===== src/rtl/fm_discriminator_if.sv =====
// FM discriminator sample/config/result bundle.
// Latency: none (wires only).
// Backpressure: none; samples are qualified by i_ce, results by o_valid/o_timeout pulses.
interface fm_discriminator_if #(
  parameter int sine_lookup_width = 16,
  parameter int period_width      = 16
);
  logic                          i_ce;
  logic                          i_update;
  logic signed [sine_lookup_width:0] i_sample;
  logic [period_width-1:0]       i_center_period;
  logic [sine_lookup_width-1:0]  i_hysteresis;
  logic [period_width-1:0]       o_period;
  logic signed [period_width:0]  o_deviation;
  logic                          o_valid;
  logic                          o_locked;
  logic                          o_timeout;

  // Sample source / result consumer side.
  modport master (
    output i_ce, i_update, i_sample, i_center_period, i_hysteresis,
    input  o_period, o_deviation, o_valid, o_locked, o_timeout
  );

  // Discriminator side.
  modport slave (
    input  i_ce, i_update, i_sample, i_center_period, i_hysteresis,
    output o_period, o_deviation, o_valid, o_locked, o_timeout
  );
endinterface


===== src/rtl/fm_discriminator.sv =====
// FM discriminator: measures carrier period between Schmitt-triggered rising crossings.
// Latency: o_valid/o_timeout one clock after the i_ce cycle carrying the triggering sample.
// Backpressure: none; every i_ce sample is consumed, results are single-cycle pulses.
module fm_discriminator #(
  parameter int sine_lookup_width = 16,
  parameter int period_width      = 16
) (
  input logic               i_clk,
  input logic               i_reset,
  fm_discriminator_if.slave bus
);
  localparam int SW = sine_lookup_width;
  localparam int PW = period_width;

  localparam logic [PW-1:0] CNT_MAX = {PW{1'b1}};
  localparam logic [PW-1:0] CNT_ONE = {{(PW-1){1'b0}}, 1'b1};

  localparam logic [0:0] ACQUIRE = 1'b0;
  localparam logic [0:0] MEASURE = 1'b1;

  logic [0:0]    state;
  logic          pol_pos;
  logic [PW-1:0] count;
  logic [PW-1:0] cfg_center;
  logic [SW-1:0] cfg_hyst;

  // Two extra bits so both +hyst and -hyst fit alongside the signed sample.
  logic signed [SW+1:0] sample_ext;
  logic signed [SW+1:0] hyst_pos;
  logic signed [SW+1:0] hyst_neg;
  logic                 above;
  logic                 below;
  logic                 rise;
  logic [PW-1:0]        meas_period;
  logic signed [PW:0]   meas_dev;

  assign sample_ext = {bus.i_sample[SW], bus.i_sample};
  assign hyst_pos   = $signed({2'b00, cfg_hyst});
  assign hyst_neg   = -hyst_pos;
  assign above      = (sample_ext >= hyst_pos);
  assign below      = (sample_ext < hyst_neg);
  assign rise       = bus.i_ce && !pol_pos && above;

  // A period that would overflow the counter saturates at the counter maximum.
  assign meas_period = (count == CNT_MAX) ? CNT_MAX : count + CNT_ONE;
  // One extra bit makes the unsigned difference exact for any operand values.
  assign meas_dev    = $signed({1'b0, meas_period}) - $signed({1'b0, cfg_center});

  // Config registers load whenever i_update is set, regardless of i_ce.
  always_ff @(posedge i_clk) begin
    if (i_reset) begin
      cfg_center <= '0;
      cfg_hyst   <= '0;
    end else if (bus.i_update) begin
      cfg_center <= bus.i_center_period;
      cfg_hyst   <= bus.i_hysteresis;
    end
  end

  // Schmitt polarity: flips only when the sample clears the hysteresis band.
  always_ff @(posedge i_clk) begin
    if (i_reset) begin
      pol_pos <= 1'b1;
    end else if (bus.i_ce) begin
      if (below) begin
        pol_pos <= 1'b0;
      end else if (above) begin
        pol_pos <= 1'b1;
      end
    end
  end

  // Acquire/measure state machine with registered result and status outputs.
  always_ff @(posedge i_clk) begin
    if (i_reset) begin
      state           <= ACQUIRE;
      count           <= '0;
      bus.o_period    <= '0;
      bus.o_deviation <= '0;
      bus.o_valid     <= 1'b0;
      bus.o_locked    <= 1'b0;
      bus.o_timeout   <= 1'b0;
    end else begin
      bus.o_valid   <= 1'b0;
      bus.o_timeout <= 1'b0;
      if (bus.i_ce) begin
        case (state)
          ACQUIRE: begin
            count <= '0;
            if (rise) begin
              state <= MEASURE;
            end
          end
          MEASURE: begin
            if (rise) begin
              // An edge landing on a full counter still counts; it just saturates.
              bus.o_period    <= meas_period;
              bus.o_deviation <= meas_dev;
              bus.o_valid     <= 1'b1;
              bus.o_locked    <= 1'b1;
              count           <= '0;
            end else if (count == CNT_MAX) begin
              bus.o_timeout <= 1'b1;
              bus.o_locked  <= 1'b0;
              count         <= '0;
              state         <= ACQUIRE;
            end else begin
              count <= count + CNT_ONE;
            end
          end
          default: begin
            state <= ACQUIRE;
            count <= '0;
          end
        endcase
      end
    end
  end
endmodule


===== src/flat_wrapper.sv =====
// flat-port wrapper written by rule: the top's interface ports become plain ports
module fm_discriminator_flat 
#(
  parameter int sine_lookup_width = 16,
  parameter int period_width      = 16
)
  (i_clk, i_reset, bus_i_ce, bus_i_update, bus_i_sample, bus_i_center_period, bus_i_hysteresis, bus_o_period, bus_o_deviation, bus_o_valid, bus_o_locked, bus_o_timeout);
  fm_discriminator_if #(.sine_lookup_width(sine_lookup_width), .period_width(period_width)) bus_i ();
  input logic i_clk;
  input logic i_reset;
  input wire logic [$bits(bus_i.i_ce)-1:0] bus_i_ce;
  input wire logic [$bits(bus_i.i_update)-1:0] bus_i_update;
  input wire logic [$bits(bus_i.i_sample)-1:0] bus_i_sample;
  input wire logic [$bits(bus_i.i_center_period)-1:0] bus_i_center_period;
  input wire logic [$bits(bus_i.i_hysteresis)-1:0] bus_i_hysteresis;
  output wire logic [$bits(bus_i.o_period)-1:0] bus_o_period;
  output wire logic [$bits(bus_i.o_deviation)-1:0] bus_o_deviation;
  output wire logic [$bits(bus_i.o_valid)-1:0] bus_o_valid;
  output wire logic [$bits(bus_i.o_locked)-1:0] bus_o_locked;
  output wire logic [$bits(bus_i.o_timeout)-1:0] bus_o_timeout;
  assign bus_i.i_ce = bus_i_ce;
  assign bus_i.i_update = bus_i_update;
  assign bus_i.i_sample = bus_i_sample;
  assign bus_i.i_center_period = bus_i_center_period;
  assign bus_i.i_hysteresis = bus_i_hysteresis;
  assign bus_o_period = bus_i.o_period;
  assign bus_o_deviation = bus_i.o_deviation;
  assign bus_o_valid = bus_i.o_valid;
  assign bus_o_locked = bus_i.o_locked;
  assign bus_o_timeout = bus_i.o_timeout;
  fm_discriminator #(.sine_lookup_width(sine_lookup_width), .period_width(period_width)) u_core (.i_clk(i_clk), .i_reset(i_reset), .bus(bus_i));
endmodule

===== config.mk =====
export PLATFORM = sky130hd
export DESIGN_NAME = fm_discriminator_flat
export DESIGN_NICKNAME = d
export VERILOG_FILES = /design/src/rtl/fm_discriminator_if.sv /design/src/rtl/fm_discriminator.sv /design/src/flat_wrapper.sv
export SDC_FILE = /design/constraint.sdc
export NUM_CORES = 1
export LEC_CHECK = 0
export CORE_ASPECT_RATIO = 2
export CORE_MARGIN = 2
export CORE_UTILIZATION = 51
export CTS_BUF_LIST = sky130_fd_sc_hd__clkbuf_8 sky130_fd_sc_hd__clkbuf_16
export DETAILED_ROUTE_END_ITERATION = 10
export GPL_ROUTABILITY_DRIVEN = 0
export PLACE_DENSITY = 0.87
export REMOVE_ABC_BUFFERS = 1
export SLEW_MARGIN = 20
export SYNTH_ARGS = -nofsm -noshare
export SYNTH_HDL_FRONTEND = slang
export SYNTH_SLANG_ARGS = --single-unit

===== constraint.sdc =====
create_clock -name i_clk -period 8.3 [get_ports i_clk]
set_input_delay 1.66 -clock i_clk [delete_from_list [all_inputs] [get_ports i_clk]]
set_output_delay 1.66 -clock i_clk [all_outputs]
set_load 0.03 [all_outputs]

Word-level counts from Yosys, hierarchy flattened
Cells that the tools add are included.
Widths: inputs -> output; s select.
{"block": "classes", "add_sub_neg": 3, "order_cmp": 2, "eq_ne": 1, "n_mux": 13, "bitwise_logic": 2, "reduce_logical": 10}
{"op": "$mux 16", "n": 3}
{"op": "$pmux 16 s2", "n": 1}
{"op": "$lt 17x18->1", "n": 1}
{"op": "$neg 16->18", "n": 1}
{"op": "$ge 17x17->1", "n": 1}
{"op": "$sub 16x16->17", "n": 1}
{"op": "$add 16x1->16 const B", "n": 1}
{"op": "$eq 16x16->1 const B", "n": 1}
{"op": "$mux 1", "n": 8}
{"op": "$reduce_and 3->1", "n": 2}
{"op": "$reduce_bool 2->1", "n": 2}
{"op": "$reduce_or 4->1", "n": 1}
{"op": "$reduce_or 3->1", "n": 1}
{"op": "$logic_and 1x1->1", "n": 2}
{"op": "$not 1->1", "n": 2}
{"op": "$pmux 1 s2", "n": 1}
{"op": "$reduce_and 2->1", "n": 1}
{"op": "$logic_not 1->1", "n": 1}
{"block": "totals", "register_bits": 86, "inputBits": 53}

Depth between registers and ports, before layout
Gate-level depths: netlist (run 1).
{"block": "depth", "depth_word": 5, "mapped_depth": 17, "depth_no_buf": 15}

Worst setup path before layout (run 1)
No wires, ideal clock.
{"block": "synth_timing", "kind": "register to register", "startpoint": "register u_core.count[0]", "endpoint": "register u_core.bus.o_deviation[16]", "arrival_time_ns": 3.402, "required_ns": 8.225, "setup_slack_ns": 4.823, "path_stages_with_launch": 18, "path_buffers": 2, "period_less_slack_ns": 3.477, "path_cell_list": "dfxtp_1 -> ha_1 -> clkbuf_1 -> nand4_1 -> nor3_1 -> nand2_1 -> buf_2 -> and2_1 -> ha_1 -> inv_1 -> fa_1 -> a211oi_2 -> nor4_1 -> nor2_1 -> a21oi_1 -> a221o_1 -> a2111o_1 -> a31oi_1"}
{"block": "synth_via", "elab_chain_len": 3}
{"element": "start: declaration", "line": "fm_discriminator.sv:23", "text": "logic [PW-1:0] count;"}
{"element": "start signal: assignment", "line": "fm_discriminator.sv:108", "text": "count <= count + CNT_ONE;"}
{"element": "$add 16x1->16 / $eq 16x16->1 (equally long branches)", "line": "fm_discriminator.sv:45", "text": "assign meas_period = (count == CNT_MAX) ? CNT_MAX : count + CNT_ONE;"}
{"element": "$mux 16 *", "line": "fm_discriminator.sv:45"}
{"element": "$sub 16x16->17 *", "line": "fm_discriminator.sv:47", "text": "assign meas_dev = $signed({1'b0, meas_period}) - $signed({1'b0, cfg_center});"}
{"element": "end signal: assignment", "line": "fm_discriminator.sv:98", "text": "bus.o_deviation <= meas_dev;"}
{"element": "end: declaration", "line": "fm_discriminator_if.sv:28", "text": "output o_period, o_deviation, o_valid, o_locked, o_timeout"}
Every way passes the cells marked *; elsewhere a longest branch is shown, timed or not.
A chain may end at the register's enable or synchronous reset.

Worst setup path in the final report (run 1)
Same ends and word-level chain as after synthesis.

==> results.toml, run 1 <==
[yosys]
synthesis.area_sq_um = 5410
synth.area.mux_share = 0.0691
synth_fa_ha_area_frac = 0.122
ys_seq_area_frac = 0.318
synth_xor_area_frac = 0.0518
yosysUniqueCellTypes = 61
synth_edf_count = 0
synthSimpleGateAreaFrac = 0.228
async_reset_ff_frac = 0
synth_top_family_by_area = "simple AND/OR/NAND/NOR gates"
synth_compound_area_frac = 0.155
avgSynthCellArea_sq_um = 8.24
syn-instance-count = 657
yosys_warnings = 0
ys_seq_elements = 86
synth_flop_cell = "dfxtp_1"

[worst_setup_path]
max_stage_delay_ns = 0.58
cp.arrival_ns = 4.61
r2r-end = "u_core.bus.o_deviation[16]"
crit_path_end_kind = "flip-flop"
critPathRequiredTime_ns = 8.57
rr_startpoint = "u_core.count[0]"
worst-path-max-fanout = 24
worst_r2r_path_depth = 15
crit_family = "simple AND/OR/NAND/NOR gates"
timing.critical_path.cells = "ha_1, nand4_1, nor3_1, nand2_1, and2_1, ha_1, inv_1, fa_1, a211oi_2, nor4_1, nor2_1, a21oi_1, a221o_1, a2111o_1, a31oi_1"
crit_type = "reg2reg"
crit_top_cell = "ha_1"
r2r_slack_ns = 3.96
start_kind = "flip-flop"
slowest_stage = "nand2_1"
cp_num_buf_inv = 1

[sta]
rsz0062_at_grt = "false"
worst_pin_slew_ns = 1.03
slew_headroom = 0.311
timing.setup.tns_ns = 0
finalCriticalPeriod_ns = 4.34
clock.fmax_mhz = 230
finalSetupViolations = 0
clock_skew_ns = 0.00676
hold_viol_final = 0
finalMaxSlewViolations = 0
finalCritPeriodShare = 0.523

[cts]
clkSinkCount = 86
clock_path_buffers = 2
clk_pin_slew_ns = 0.07
cts-resized-gates = 0
cts_root_buffer = "clkbuf_16"
numCtsBuffers = 9
ctsHoldBuffers = 0
post_cts_buffers = 0
clock_latency_ns = 0.35
cts_tree = "built"
cts_max_level = 3

[detailed_routing]
dr.pass1.iters = 6
routed_wl_mm = 14.1
drt_drc_violations_left = 0
ant_nets = 0
initialDrtViolationCount = 264
vias_per_cell = 5.69
dr_total_vias = 4947
wire_per_inst_microns = 16.2

[global_routing]
grt_antenna_before_repair = 0
grt_pass1_wl_mm = 23.1
grtUsageTotal = 0.250
grt_max_degree = 80
gr-total-overflow = 0
first_global_vias = 5024

[power]
powerDensity_nw_per_um2 = 156
p_leak_nw = 2.75
power.total_mw = 1.03
power.ir.vdd_worst_mv = 0.126

[floorplan]
die_w_microns = 76.8
core_area_sq_um = 10400
rows = 53
die_h_microns = 150
dieArea_sq_um = 11500
initial_utilization = 0.520
io_pins = 89

[place]
dpl_cell_area_sq_um = 6320
dp.cells = 854
port_buffers = 88
dp_hpwl_mm = 10.4

[cells_and_area]
final_cells = 870
final_nets = 833
layout_common_cells = "nor2_1 (86), clkdlybuf4s50_1 (86), dfxtp_1 (86)"
area_growth_syn_to_layout_pct = 22.5
drive_gt1_frac = 0.0641
num-fill-cells = 868
antenna_cells = 0
design_area_sq_um = 6630

[min_path]
worstHoldPathType = "reg2reg"
hold_depth = 2
whs_endpoint = "u_core.bus.o_deviation[11]"
hp-start = "u_core.bus.o_deviation[11]"

[run_status]
status = "complete, no violations"

[job]
maxCapViolations = 0
sequential cells by signal, indices dropped and copies added (netlist names):
name and count:
u_core.count 16, u_core.bus.o_period 16, u_core.bus.o_valid 1, u_core.state 1, u_core.cfg_center 16, u_core.pol_pos 1
u_core.bus.o_timeout 1, u_core.bus.o_locked 1, u_core.cfg_hyst 16, u_core.bus.o_deviation 17
where the power goes:
part	total, mW	internal [mW]	switching (mW)
clock	0.416	0.243	0.173
sequential	0.433	0.423	0.00931
combinational	0.184	0.0851	0.0988
total	1.03	0.751	0.281
Yosys cell counts (5+ instances only):
cell      number  area, sq um
dfxtp_1       86         1720
nor2_1        86          323
nand2_1       79          297
ha_1          51          638
a21oi_1       40          200
inv_1         40          150
mux2i_1       34          340
xnor2_1       23          201
o21ai_0       22          110
clkbuf_1      17         63.8
nand3_1       16         80.1
nor3_1        15         75.1
a31oi_1       12         75.1
xor2_1         9         78.8
and3_1         8         50.1
nor3_2         8         80.1
a21o_1         7         52.6
nand4_1        6         37.5
o21a_1         6         45.0
nand2b_1       5         31.3
nor2b_1        5         31.3
kinds of logic after synthesis:
group | Yosys count
adder cells (fa/ha/maj) | 52
buffers and inverters | 71
flip-flops | 86
AO/OA/AOI/OAI | 126
XOR/XNOR | 32
AND/OR/NAND/NOR | 253
multiplexers | 37
worst register-to-register path, delay by kind of cell, from the launching register on:
kind	cells	cell delay, ns
flops	1	0.35
fa+ha+maj	3	0.94
compound gates	5	1.43
simple gates	6	1.50
buf+inv	1	0.06
worst max path at each step:
stage	from	to	slack [ns]	cells after the start
floorplan	bus_i_sample[12]	u_core.bus.o_deviation[14]	4.34	8
global placement	bus_i_sample[12]	u_core.bus.o_deviation[3]	3.94	9
detailed placement	bus_i_sample[12]	u_core.bus.o_deviation[3]	3.76	9
CTS	u_core.count[0]	u_core.bus.o_deviation[16]	3.98	15
global route	u_core.count[0]	u_core.bus.o_deviation[16]	3.74	15
finish	u_core.count[0]	u_core.bus.o_deviation[16]	3.96	15
area by class of cell:
class                   count  area (sq um)  share of cell area
clock buffers              10           239              0.0361
multi-input cells         500          3390               0.511
clock inverters             6          70.1              0.0106
flip-flops and latches     86          1720               0.260
inverters                  41           154              0.0232
repair buffers             90           886               0.134
well taps                 137           171              0.0259
metrics by stage:
stage | utilization | setup WS [ns] | hold WS (ns)
2_1_floorplan | - | 4.34 | 0.459
3_3_place_gp | 0.607 | 3.94 | 0.449
3_5_place_dp | 0.607 | 3.76 | 0.447
4_1_cts | 0.637 | 3.98 | 0.466
5_1_grt | 0.637 | 3.74 | 0.485
6_report | 0.637 | 3.96 | 0.465
metal layers:
| metal | vias to the layer above | GRT usage | share of wire |
|---|---|---|---|
| li1 | 2420 | - | - |
| met1 | 2315 | 0.247 | 0.36 |
| met2 | 158 | 0.486 | 0.56 |
| met3 | 54 | 0.0362 | 0.039 |
| met4 | 0 | 0.140 | 0.044 |
| met5 | - | 0 | 0 |
(Power assumes the default switching activity.)
==> run 2, diff against run 1 <==
==> constraint.sdc (replaced) <==
create_clock -name i_clk -period 4.35 [get_ports i_clk]
set_input_delay 0.87 -clock i_clk [delete_from_list [all_inputs] [get_ports i_clk]]
set_output_delay 0.87 -clock i_clk [all_outputs]
set_load 0.03 [all_outputs]
==> run 2 against run 1 <==
Effect of this change: clock power up 100%; maximum frequency is 14% higher; die area is the same; largest power group is now the clock network; count of clock-buffer cells in the layout rose by 1; total power is 94% higher; first-iteration DRC count fell by 30%; largest cell class unchanged; cell count grew 0.11%; highest routed layer unchanged; non-clock buffer count rose by 2.
==> results.toml, run 2 (same netlist as run 1, synthesis figures left out) <==
[run_status]
status = "complete, no violations"

[worst_setup_path]
crit_type = "reg2reg"
start_kind = "flip-flop"
crit_path_end_kind = "flip-flop"
cp.arrival_ns = 4.07
critPathRequiredTime_ns = 4.61
worst-path-max-fanout = 7

[sta]
setup_slack_ns = 0.543
rsz0062_at_grt = "false"
timing.setup.tns_ns = 0
worst_pin_slew_ns = 1.05
finalSetupViolations = 0
clock_skew_ns = 0.00485
slew_headroom = 0.299
clock.fmax_mhz = 263
finalCriticalPeriod_ns = 3.81
finalCritPeriodShare = 0.875
hold_viol_final = 0
finalMaxSlewViolations = 0

[floorplan]
io_pins = 89
core_area_sq_um = 10400
die_h_microns = 150
initial_utilization = 0.520
rows = 53
dieArea_sq_um = 11500
die_w_microns = 76.8

[power]
p_leak_nw = 2.78
powerDensity_nw_per_um2 = 301
power.ir.vdd_worst_mv = 0.249

[cells_and_area]
max_flop_register = "u_core.bus.o_deviation"
layout_common_cells = "nor2_1 (86), clkdlybuf4s50_1 (86), dfxtp_1 (86)"
largest_reg_flops = 17
num-fill-cells = 885
final_cells = 871
antenna_cells = 0
final_nets = 835
area_growth_syn_to_layout_pct = 23.0
design_area_sq_um = 6660
drive_gt1_frac = 0.0654
final_util = 0.639
seqCellArea_sq_um = 1720
multi_input_area_sq_um = 3390

[global_routing]
grt_antenna_before_repair = 0
grt_pass1_wl_mm = 23.0
gr-total-overflow = 0
grtUsageTotal = 0.248
first_global_vias = 5110
grt_max_degree = 43

[cts]
clkSinkCount = 86
cts_root_buffer = "clkbuf_16"
clock_path_buffers = 2
clk_pin_slew_ns = 0.06
post_cts_buffers = 0
cts_max_level = 3
cts-resized-gates = 0
numCtsBuffers = 9
ctsHoldBuffers = 0
clock_latency_ns = 0.34
cts_tree = "built"

[place]
dp.cells = 856
dp_hpwl_mm = 11.0
dpl_cell_area_sq_um = 6330
port_buffers = 88
place_ws_ns = 0.577

[detailed_routing]
met2WireLength_mm = 8.28
wl_met3_microns = 551
vias_per_cell = 5.76
wl_met1_mm = 4.98
wire_per_inst_microns = 16.6
drt_drc_violations_left = 0
initialDrtViolationCount = 186
dr_total_vias = 5016
ant_nets = 0
routed_wl_mm = 14.4
dr.pass1.iters = 7
top_layer = "met4"

[min_path]
worstHoldPathType = "reg2reg"

[job]
maxCapViolations = 0
## run 2: worst paths after layout
path | start | to | slack [ns] | cells after the start
setup reg to reg | u_core.count[0] | u_core.bus.o_deviation[16] | 0.54 | 15
hold reg to reg | u_core.bus.o_period[14] | u_core.bus.o_period[14] | 0.46 | 2
hold / removal | u_core.bus.o_period[14] | u_core.bus.o_period[14] | 0.46 | 2
setup / recovery | u_core.count[0] | u_core.bus.o_deviation[16] | 0.54 | 15
## run 2: layout make-up
type | instances | area share
multi-input cells | 500 | 0.509
repair buffers | 92 | 0.135
clock inverters | 4 | 0.0105
inverters | 41 | 0.0231
clock buffers | 11 | 0.0380
flip-flops and latches | 86 | 0.259
well taps | 137 | 0.0257
## run 2: routing by layer
layer | track usage | vias to the layer above
met5 | 0 | -
met4 | 0.141 | 0
met3 | 0.0380 | 56
met2 | 0.504 | 167
met1 | 0.224 | 2358
li1 | - | 2435
## run 2: critical path: stages, from the launching register on
cell and delay, ns:
dfxtp_1 0.35, ha_1 0.30, nand4_1 0.16, nor3_1 0.08, nand2_1 0.20, and2_1 0.19
ha_1 0.18, inv_1 0.06, fa_1 0.44, a211oi_2 0.34, nor4_1 0.09, nor2_1 0.20
a21oi_1 0.17, a221o_1 0.39, a2111o_1 0.43, a31oi_1 0.15
## run 2: stage by stage
| step | power [mW] | hold slack, ns |
|---|---|---|
| floorplan | 1.05 | 0.459 |
| global placement | 1.17 | 0.444 |
| detailed placement | 1.19 | 0.449 |
| CTS | 2.02 | 0.457 |
| global route | 2.09 | 0.473 |
| finish | 2.01 | 0.456 |
## run 2: where the power goes
part           leakage (nW)  internal (mW)  switching [mW]  total (mW)
Sequential            0.699          0.808          0.0175       0.825
Clock                 0.161          0.529           0.303       0.831
Combinational          1.92          0.162           0.188       0.350
Total                  2.78           1.50           0.508        2.01
